<file path="src/rtl/bmf_adder_pkg.sv">
// Shared types and helpers for the pipelined lower-part-OR approximate adder.
// The helpers work on 64-bit containers so that any legal width can share them.
package bmf_adder_pkg;

    typedef enum logic {
        MODE_EXACT  = 1'b0,
        MODE_APPROX = 1'b1
    } mode_e;

    localparam int STAT_MAX_W = 64;

    // Approximate low part: bitwise OR of the low operand slices.
    function automatic logic [63:0] lopa_low(input logic [63:0] a, input logic [63:0] b);
        return a | b;
    endfunction

    // Carry into the exact upper part: AND of the top approximated bits.
    function automatic logic lopa_carry(input logic a_msb, input logic b_msb);
        return a_msb & b_msb;
    endfunction

    // Add inc to acc and clamp the result to the all-ones value of a width-bit register.
    function automatic logic [63:0] sat_add(input logic [63:0] acc, input logic [63:0] inc,
                                            input int unsigned width);
        logic [64:0] sum;
        logic [64:0] max;
        sum = {1'b0, acc} + {1'b0, inc};
        max = (65'd1 << width) - 65'd1;
        return (sum > max) ? max[63:0] : sum[63:0];
    endfunction

endpackage

</file>
<file path="src/rtl/bmf_adder_lopa_lower.sv">
// Combinational lower-part-OR block: OR of the low L bits plus the carry into the upper part.
// With L = 0 there is no approximated part, so the low bits are a 1-bit dummy held at 0.
module lopa_lower
    import bmf_adder_pkg::*;
#(
    parameter int L  = 2,
    parameter int LW = (L > 0) ? L : 1
) (
    input  logic [LW-1:0] a_low,
    input  logic [LW-1:0] b_low,
    output logic [LW-1:0] low,
    output logic          carry
);

    generate
        if (L > 0) begin : g_lopa
            assign low   = LW'(lopa_low(64'(a_low), 64'(b_low)));
            assign carry = lopa_carry(a_low[LW-1], b_low[LW-1]);
        end else begin : g_none
            assign low   = a_low & b_low & '0;
            assign carry = 1'b0;
        end
    endgenerate

endmodule

</file>
<file path="src/rtl/bmf_adder_pipe.sv">
// Two-stage pipelined approximate adder with valid/ready handshakes and on-line
// error statistics comparing every approximate result with the exact sum.
module bmf_adder_pipe
    import bmf_adder_pkg::*;
#(
    parameter int W          = 8,
    parameter int APPROX_LSB = 2,
    parameter int CNT_W      = 16,
    parameter int ESUM_W     = 24
) (
    input  logic              clk,
    input  logic              rst_n,
    input  logic              in_valid,
    output logic              in_ready,
    input  logic [W-1:0]      in_a,
    input  logic [W-1:0]      in_b,
    input  logic              in_cin,
    input  logic              in_mode,
    output logic              out_valid,
    input  logic              out_ready,
    output logic [W:0]        out_sum,
    output logic              out_mode,
    input  logic              stat_clr,
    output logic [CNT_W-1:0]  err_cnt,
    output logic [ESUM_W-1:0] err_sum
);

    localparam int L  = APPROX_LSB;
    localparam int LW = (L > 0) ? L : 1;
    localparam int UW = (W - L > 0) ? (W - L) : 1;

    generate
        if (W < 2 || L < 0 || L > W) begin : g_bad_width
            $error("bmf_adder_pipe: need W >= 2 and 0 <= APPROX_LSB <= W");
        end
        if (CNT_W < 1 || CNT_W > STAT_MAX_W || ESUM_W < 1 || ESUM_W > STAT_MAX_W) begin : g_bad_stat
            $error("bmf_adder_pipe: statistics widths must be 1..64");
        end
    endgenerate

    // ---------------- stage 1: split operands, exact sum ----------------
    logic [LW-1:0] a_low;
    logic [LW-1:0] b_low;
    logic [UW-1:0] a_hi;
    logic [UW-1:0] b_hi;
    logic [LW-1:0] low_next;
    logic          carry_next;
    logic [W:0]    exact_next;

    assign a_low = in_a[LW-1:0];
    assign b_low = in_b[LW-1:0];

    generate
        if (L < W) begin : g_hi
            assign a_hi = in_a[W-1:W-UW];
            assign b_hi = in_b[W-1:W-UW];
        end else begin : g_no_hi
            assign a_hi = '0;
            assign b_hi = '0;
        end
    endgenerate

    lopa_lower #(
        .L  (L),
        .LW (LW)
    ) u_lopa (
        .a_low (a_low),
        .b_low (b_low),
        .low   (low_next),
        .carry (carry_next)
    );

    assign exact_next = {1'b0, in_a} + {1'b0, in_b} + (W + 1)'(in_cin);

    logic          s1_valid_reg;
    logic [LW-1:0] s1_low_reg;
    logic          s1_carry_reg;
    logic [UW-1:0] s1_a_hi_reg;
    logic [UW-1:0] s1_b_hi_reg;
    mode_e         s1_mode_reg;
    logic [W:0]    s1_exact_reg;

    logic s2_adv;
    logic out_valid_reg;

    assign s2_adv   = !out_valid_reg || out_ready;
    assign in_ready = !s1_valid_reg || s2_adv;

    always_ff @(posedge clk or negedge rst_n) begin
        if (!rst_n) begin
            s1_valid_reg <= 1'b0;
            s1_low_reg   <= '0;
            s1_carry_reg <= 1'b0;
            s1_a_hi_reg  <= '0;
            s1_b_hi_reg  <= '0;
            s1_mode_reg  <= MODE_EXACT;
            s1_exact_reg <= '0;
        end else begin
            if (in_ready) begin
                s1_valid_reg <= in_valid;
            end
            if (in_valid && in_ready) begin
                s1_low_reg   <= low_next;
                s1_carry_reg <= carry_next;
                s1_a_hi_reg  <= a_hi;
                s1_b_hi_reg  <= b_hi;
                s1_mode_reg  <= mode_e'(in_mode);
                s1_exact_reg <= exact_next;
            end
        end
    end

    // ---------------- stage 2: assemble result, error distance ----------------
    logic [W:0] approx_sum;
    logic [W:0] sum_next;
    logic [W:0] dist_next;

    generate
        if (L == 0) begin : g_all_exact
            assign approx_sum = s1_exact_reg;
        end else if (L == W) begin : g_all_approx
            assign approx_sum = {s1_carry_reg, s1_low_reg};
        end else begin : g_split
            logic [UW:0] upper;
            assign upper      = {1'b0, s1_a_hi_reg} + {1'b0, s1_b_hi_reg} + (UW + 1)'(s1_carry_reg);
            assign approx_sum = {upper, s1_low_reg};
        end
    endgenerate

    // Exact-mode results carry a zero distance, so they can never disturb the statistics.
    always_comb begin
        sum_next  = s1_exact_reg;
        dist_next = '0;
        if (s1_mode_reg == MODE_APPROX) begin
            sum_next  = approx_sum;
            dist_next = (s1_exact_reg >= approx_sum) ? (s1_exact_reg - approx_sum)
                                                     : (approx_sum - s1_exact_reg);
        end
    end

    logic [W:0] out_sum_reg;
    mode_e      out_mode_reg;
    logic [W:0] s2_dist_reg;

    always_ff @(posedge clk or negedge rst_n) begin
        if (!rst_n) begin
            out_valid_reg <= 1'b0;
            out_sum_reg   <= '0;
            out_mode_reg  <= MODE_EXACT;
            s2_dist_reg   <= '0;
        end else if (s2_adv) begin
            out_valid_reg <= s1_valid_reg;
            if (s1_valid_reg) begin
                out_sum_reg  <= sum_next;
                out_mode_reg <= s1_mode_reg;
                s2_dist_reg  <= dist_next;
            end
        end
    end

    assign out_valid = out_valid_reg;
    assign out_sum   = out_sum_reg;
    assign out_mode  = out_mode_reg;

    // ---------------- saturating statistics ----------------
    logic              stat_upd;
    logic [CNT_W-1:0]  err_cnt_reg;
    logic [ESUM_W-1:0] err_sum_reg;

    assign stat_upd = out_valid_reg && out_ready && (out_mode_reg == MODE_APPROX);

    always_ff @(posedge clk or negedge rst_n) begin
        if (!rst_n) begin
            err_cnt_reg <= '0;
            err_sum_reg <= '0;
        end else if (stat_clr) begin
            err_cnt_reg <= '0;
            err_sum_reg <= '0;
        end else if (stat_upd) begin
            err_cnt_reg <= CNT_W'(sat_add(64'(err_cnt_reg), 64'(s2_dist_reg != '0), CNT_W));
            err_sum_reg <= ESUM_W'(sat_add(64'(err_sum_reg), 64'(s2_dist_reg), ESUM_W));
        end
    end

    assign err_cnt = err_cnt_reg;
    assign err_sum = err_sum_reg;

endmodule
</file>
<file path="config.mk">
export PLATFORM = sky130hd
export DESIGN_NAME = bmf_adder_pipe
export DESIGN_NICKNAME = d
export VERILOG_FILES = /design/src/rtl/bmf_adder_pkg.sv /design/src/rtl/bmf_adder_lopa_lower.sv /design/src/rtl/bmf_adder_pipe.sv
export SDC_FILE = /design/constraint.sdc
export NUM_CORES = 1
export LEC_CHECK = 0
export CORE_ASPECT_RATIO = 2
export CORE_MARGIN = 4
export CORE_UTILIZATION = 35
export CTS_BUF_LIST = sky130_fd_sc_hd__clkbuf_8
export DETAILED_ROUTE_END_ITERATION = 10
export GPL_TIMING_DRIVEN = 0
export SYNTH_ARGS = -nofsm -noshare
export SYNTH_HDL_FRONTEND = slang
export SYNTH_SLANG_ARGS = --single-unit
</file>
<file path="constraint.sdc">
create_clock -name clk -period 3.5 [get_ports clk]
set_input_delay 0.35 -clock clk [delete_from_list [all_inputs] [get_ports clk]]
set_output_delay 0.35 -clock clk [all_outputs]
set_load 0.03 [all_outputs]
</file>
==> results.cfg <==
[hold_path]
hp-class = primary input to asynchronous set/reset pin

[timing]
fin_crit_sh_pct = 106
fmax_ghz = 0.269
finalCriticalPeriod_ns = 3.72
worst_slew_pin_slew_ns = 0.869
finalSetupTns_ns = -1.11
relSlewSlack_pct = 41.4
holdWs_ns = -0.00336
hold_viol_final = 6
fin_ws_ns = -0.216
finalSetupViolations = 7
rsz0062_at_grt = yes
fin_worst_skew_ns = 0.0121
finalMaxSlewViolations = 0

[critical_path]
cp.arrival_ns = 3.99
worstPathRequired_ns = 3.78
cp_max_fo = 7
crit_path_start_kind = flop
path_class = flop to flop
end_kind = flop

[route]
first_pass_iters = 4
drc = 0
wirelength_mm = 16.5
vias = 5055
via_per_inst = 5.44
detail_route.wl_per_cell_um = 17.8
drtIter0Drc = 144
antenna_left = 0

[clock_network]
clockBufferDepth = 2
cts_inserted_buffers = 9
htree_num_levels = 3
clock_latency_ns = 0.37
root_buffer = clkbuf_8
clk_pin_slew_worst_paths_ns = 0.10
tritoncts = yes
clock-sinks = 86

[synth]
netlist_instances = 622
ys_ff_latch = 86
syn_nets = 695
synth_ff_type = dfrtp_1
synth_cell_types = 58
async_flop_share_pct = 100
synth_area_per_cell_um2 = 9.15
seq_area_frac_synth_pct = 37.8
yosys_warnings = 0
synth_edf_count = 0
synth_area_um2 = 5690

[global_route]
grt_usage_pct = 17.8
grt_overflow_total = 0
antenna_found_initial = 0
grt_pass1_vias = 5353
grt_max_degree = 47
grt_pass1_wl_mm = 26.2

[die]
core_um2 = 15900
die_h_um = 188
chipWidth_um = 98.2
rows = 65
initial_core_util_pct = 35.9
die_area_um2 = 18500
io_pins = 75

[placement]
hpwl_mm = 13.1
dp_cells = 897
place.gp.congestion = 0.878
port_buffers = 73

[finish]
utilization_pct = 45.3
nFillCells = 1565
antenna_cells = 0
instances_no_fill = 929
area_growth_syn_to_layout_pct = 26.3
drive_above_1_share_pct = 13.9
largest_reg_flops = 24
num-nets-final = 796

[run_status]
run_status = complete, but fails checks
violations = hold timing, setup timing

[job]
max-cap-violations = 0

[power_and_ir_drop]
p_leak_nw = 3.14
worst_ir_drop_vdd_v = 0.000255
power.density_nw_per_um2 = 640
[final cells by class]
type | instances | area (um2) | share of cell area, %
Multi-Input combinational cell | 470 | 3460 | 48.2
Clock inverter | 6 | 45.0 | 0.627
Buffer | 21 | 83.8 | 1.17
Clock buffer | 10 | 138 | 1.91
Timing Repair Buffer | 92 | 895 | 12.4
Inverter | 43 | 161 | 2.25
Tap cell | 201 | 251 | 3.50
Sequential cell | 86 | 2150 | 29.9
[repair_timing]
action	CTS	global route
endpoints found under the setup margin	8	7
gates resized for setup	38	9
hold endpoints to repair	0	0
hold buffers	0	0
buffers inserted	17	1
pin swaps	24	7
[synthesized netlist by cell type, drive strengths merged, types with 2 or more instances]
cell type  instances  area, um2
and2               8       50.1
a211oi            14        110
nand3             27        135
buf                4       27.5
o31ai              5       42.5
o32ai              2       32.5
nor4               2       12.5
a31oi              7       43.8
nor3b              4       30.0
ha                43        538
fa                 7        140
o21a               3       22.5
o311ai             2       25.0
o211ai             5       42.5
nand4              5       31.3
and4               3       26.3
nor3              12       60.1
nor2              53        199
mux2i             19        190
nand2             64        243
o22ai              4       25.0
a21oi             38        190
dfrtp             86       2150
nand2b             6       37.5
mux2              16        180
clkbuf            19       71.3
o21ai             39        195
a41oi              2       17.5
xnor2             10       87.6
o211a              2       20.0
xor2               7       61.3
and3              15       98.8
nor2b              4       25.0
inv               43        161
a211o              3       26.3
a311oi            12        105
a21o              11       82.6
or2                2       12.5
a22o               2       17.5
o21bai             4       30.0
[cells by family (layout without fill, tap and decap cells)]
kind of cell               count (synthesis)  count (layout)  synth area share, %
xor gates and xnor gates                  17              17                 2.62
muxes                                     35              35                 6.51
AOI/OAI and AO/OA                        161             161                 19.5
and+or+nand+nor                          207             207                 17.1
buffers and inverters                     66             172                 4.57
DFF                                       86              86                 37.8
adders and majority gates                 50              50                 11.9
[through the flow]
step	instance area, um2	setup slack, ns	total power, mW
after floorplan	5700	0.000689	2.81
after global placement	6680	-1.25	3.40
after detailed placement	6700	-0.570	3.45
after CTS	7160	-0.259	4.58
after global routing	7190	-0.365	4.89
final	7190	-0.216	4.60
[power breakdown]
| group | switching (mW) | internal, mW |
|---|---|---|
| combinational | 1.47 | 1.19 |
| sequential | 0.121 | 1.14 |
| clock | 0.398 | 0.281 |
[worst paths after layout]
check / from / endpoint / slack [ns] / cells after the start
max: s1_b_hi_reg[0] / s2_dist_reg[5] / -0.22 / 15
min: rst_n / err_cnt[5] / -0.003 / 1
max reg2reg: s1_b_hi_reg[0] / s2_dist_reg[5] / -0.22 / 15
min reg2reg: out_sum[8] / out_sum[8] / 0.50 / 2
max in group asynchronous: rst_n / out_sum[8] / 2.82 / 2
min in group clk: stat_clr / err_cnt[10] / 0.44 / 2
[layout by cell type, fill, tap and decap left out, types with 4 or more instances in the layout]
| cell | Yosys | layout |
|---|---|---|
| a21o_1 | 11 | 11 |
| xnor2_1 | 10 | 9 |
| o211ai_1 | 4 | 4 |
| mux2i_1 | 19 | 18 |
| xor2_1 | 7 | 7 |
| buf_4 | 1 | 17 |
| nor2b_1 | 4 | 4 |
| o21ai_1 | 7 | 6 |
| fa_1 | 7 | 5 |
| nand2b_1 | 6 | 6 |
| a311oi_1 | 12 | 12 |
| nor2_1 | 53 | 50 |
| ha_1 | 43 | 40 |
| o21ai_0 | 32 | 31 |
| o22ai_1 | 4 | 4 |
| a211oi_1 | 13 | 13 |
| and2_1 | 8 | 7 |
| a21oi_1 | 38 | 30 |
| a21oi_2 | 0 | 8 |
| nor3b_1 | 4 | 4 |
| a31oi_1 | 7 | 7 |
| and3_1 | 14 | 13 |
| nand4_1 | 5 | 5 |
| nand3_1 | 27 | 25 |
| clkdlybuf4s50_1 | 0 | 72 |
| mux2_2 | 16 | 15 |
| clkbuf_1 | 19 | 19 |
| inv_1 | 43 | 40 |
| o31ai_1 | 4 | 4 |
| dfrtp_1 | 86 | 86 |
| nand2_1 | 63 | 61 |
| nor3_1 | 12 | 10 |
| clkbuf_8 | 0 | 10 |
[per-layer routing]
layer / part of all wire (%) / global-route usage, %
met1: 32 / 14.9
met2: 60 / 37.4
met3: 3.0 / 2.56
met4: 5.1 / 9.99
met5: 0 / 0
[worst max-delay path, cell delays in order, from the launching register on]
cell	delay (ns)
dfrtp_1	0.42
fa_2	0.42
a21o_1	0.18
a21oi_2	0.16
o21bai_1	0.10
a21oi_2	0.19
xnor2_2	0.11
ha_2	0.35
and3_4	0.24
nand2_4	0.07
o211ai_4	0.36
nand2_4	0.12
mux2_4	0.32
a211o_1	0.24
xnor2_1	0.14
o31ai_2	0.18
(Power assumes the default switching activity.)
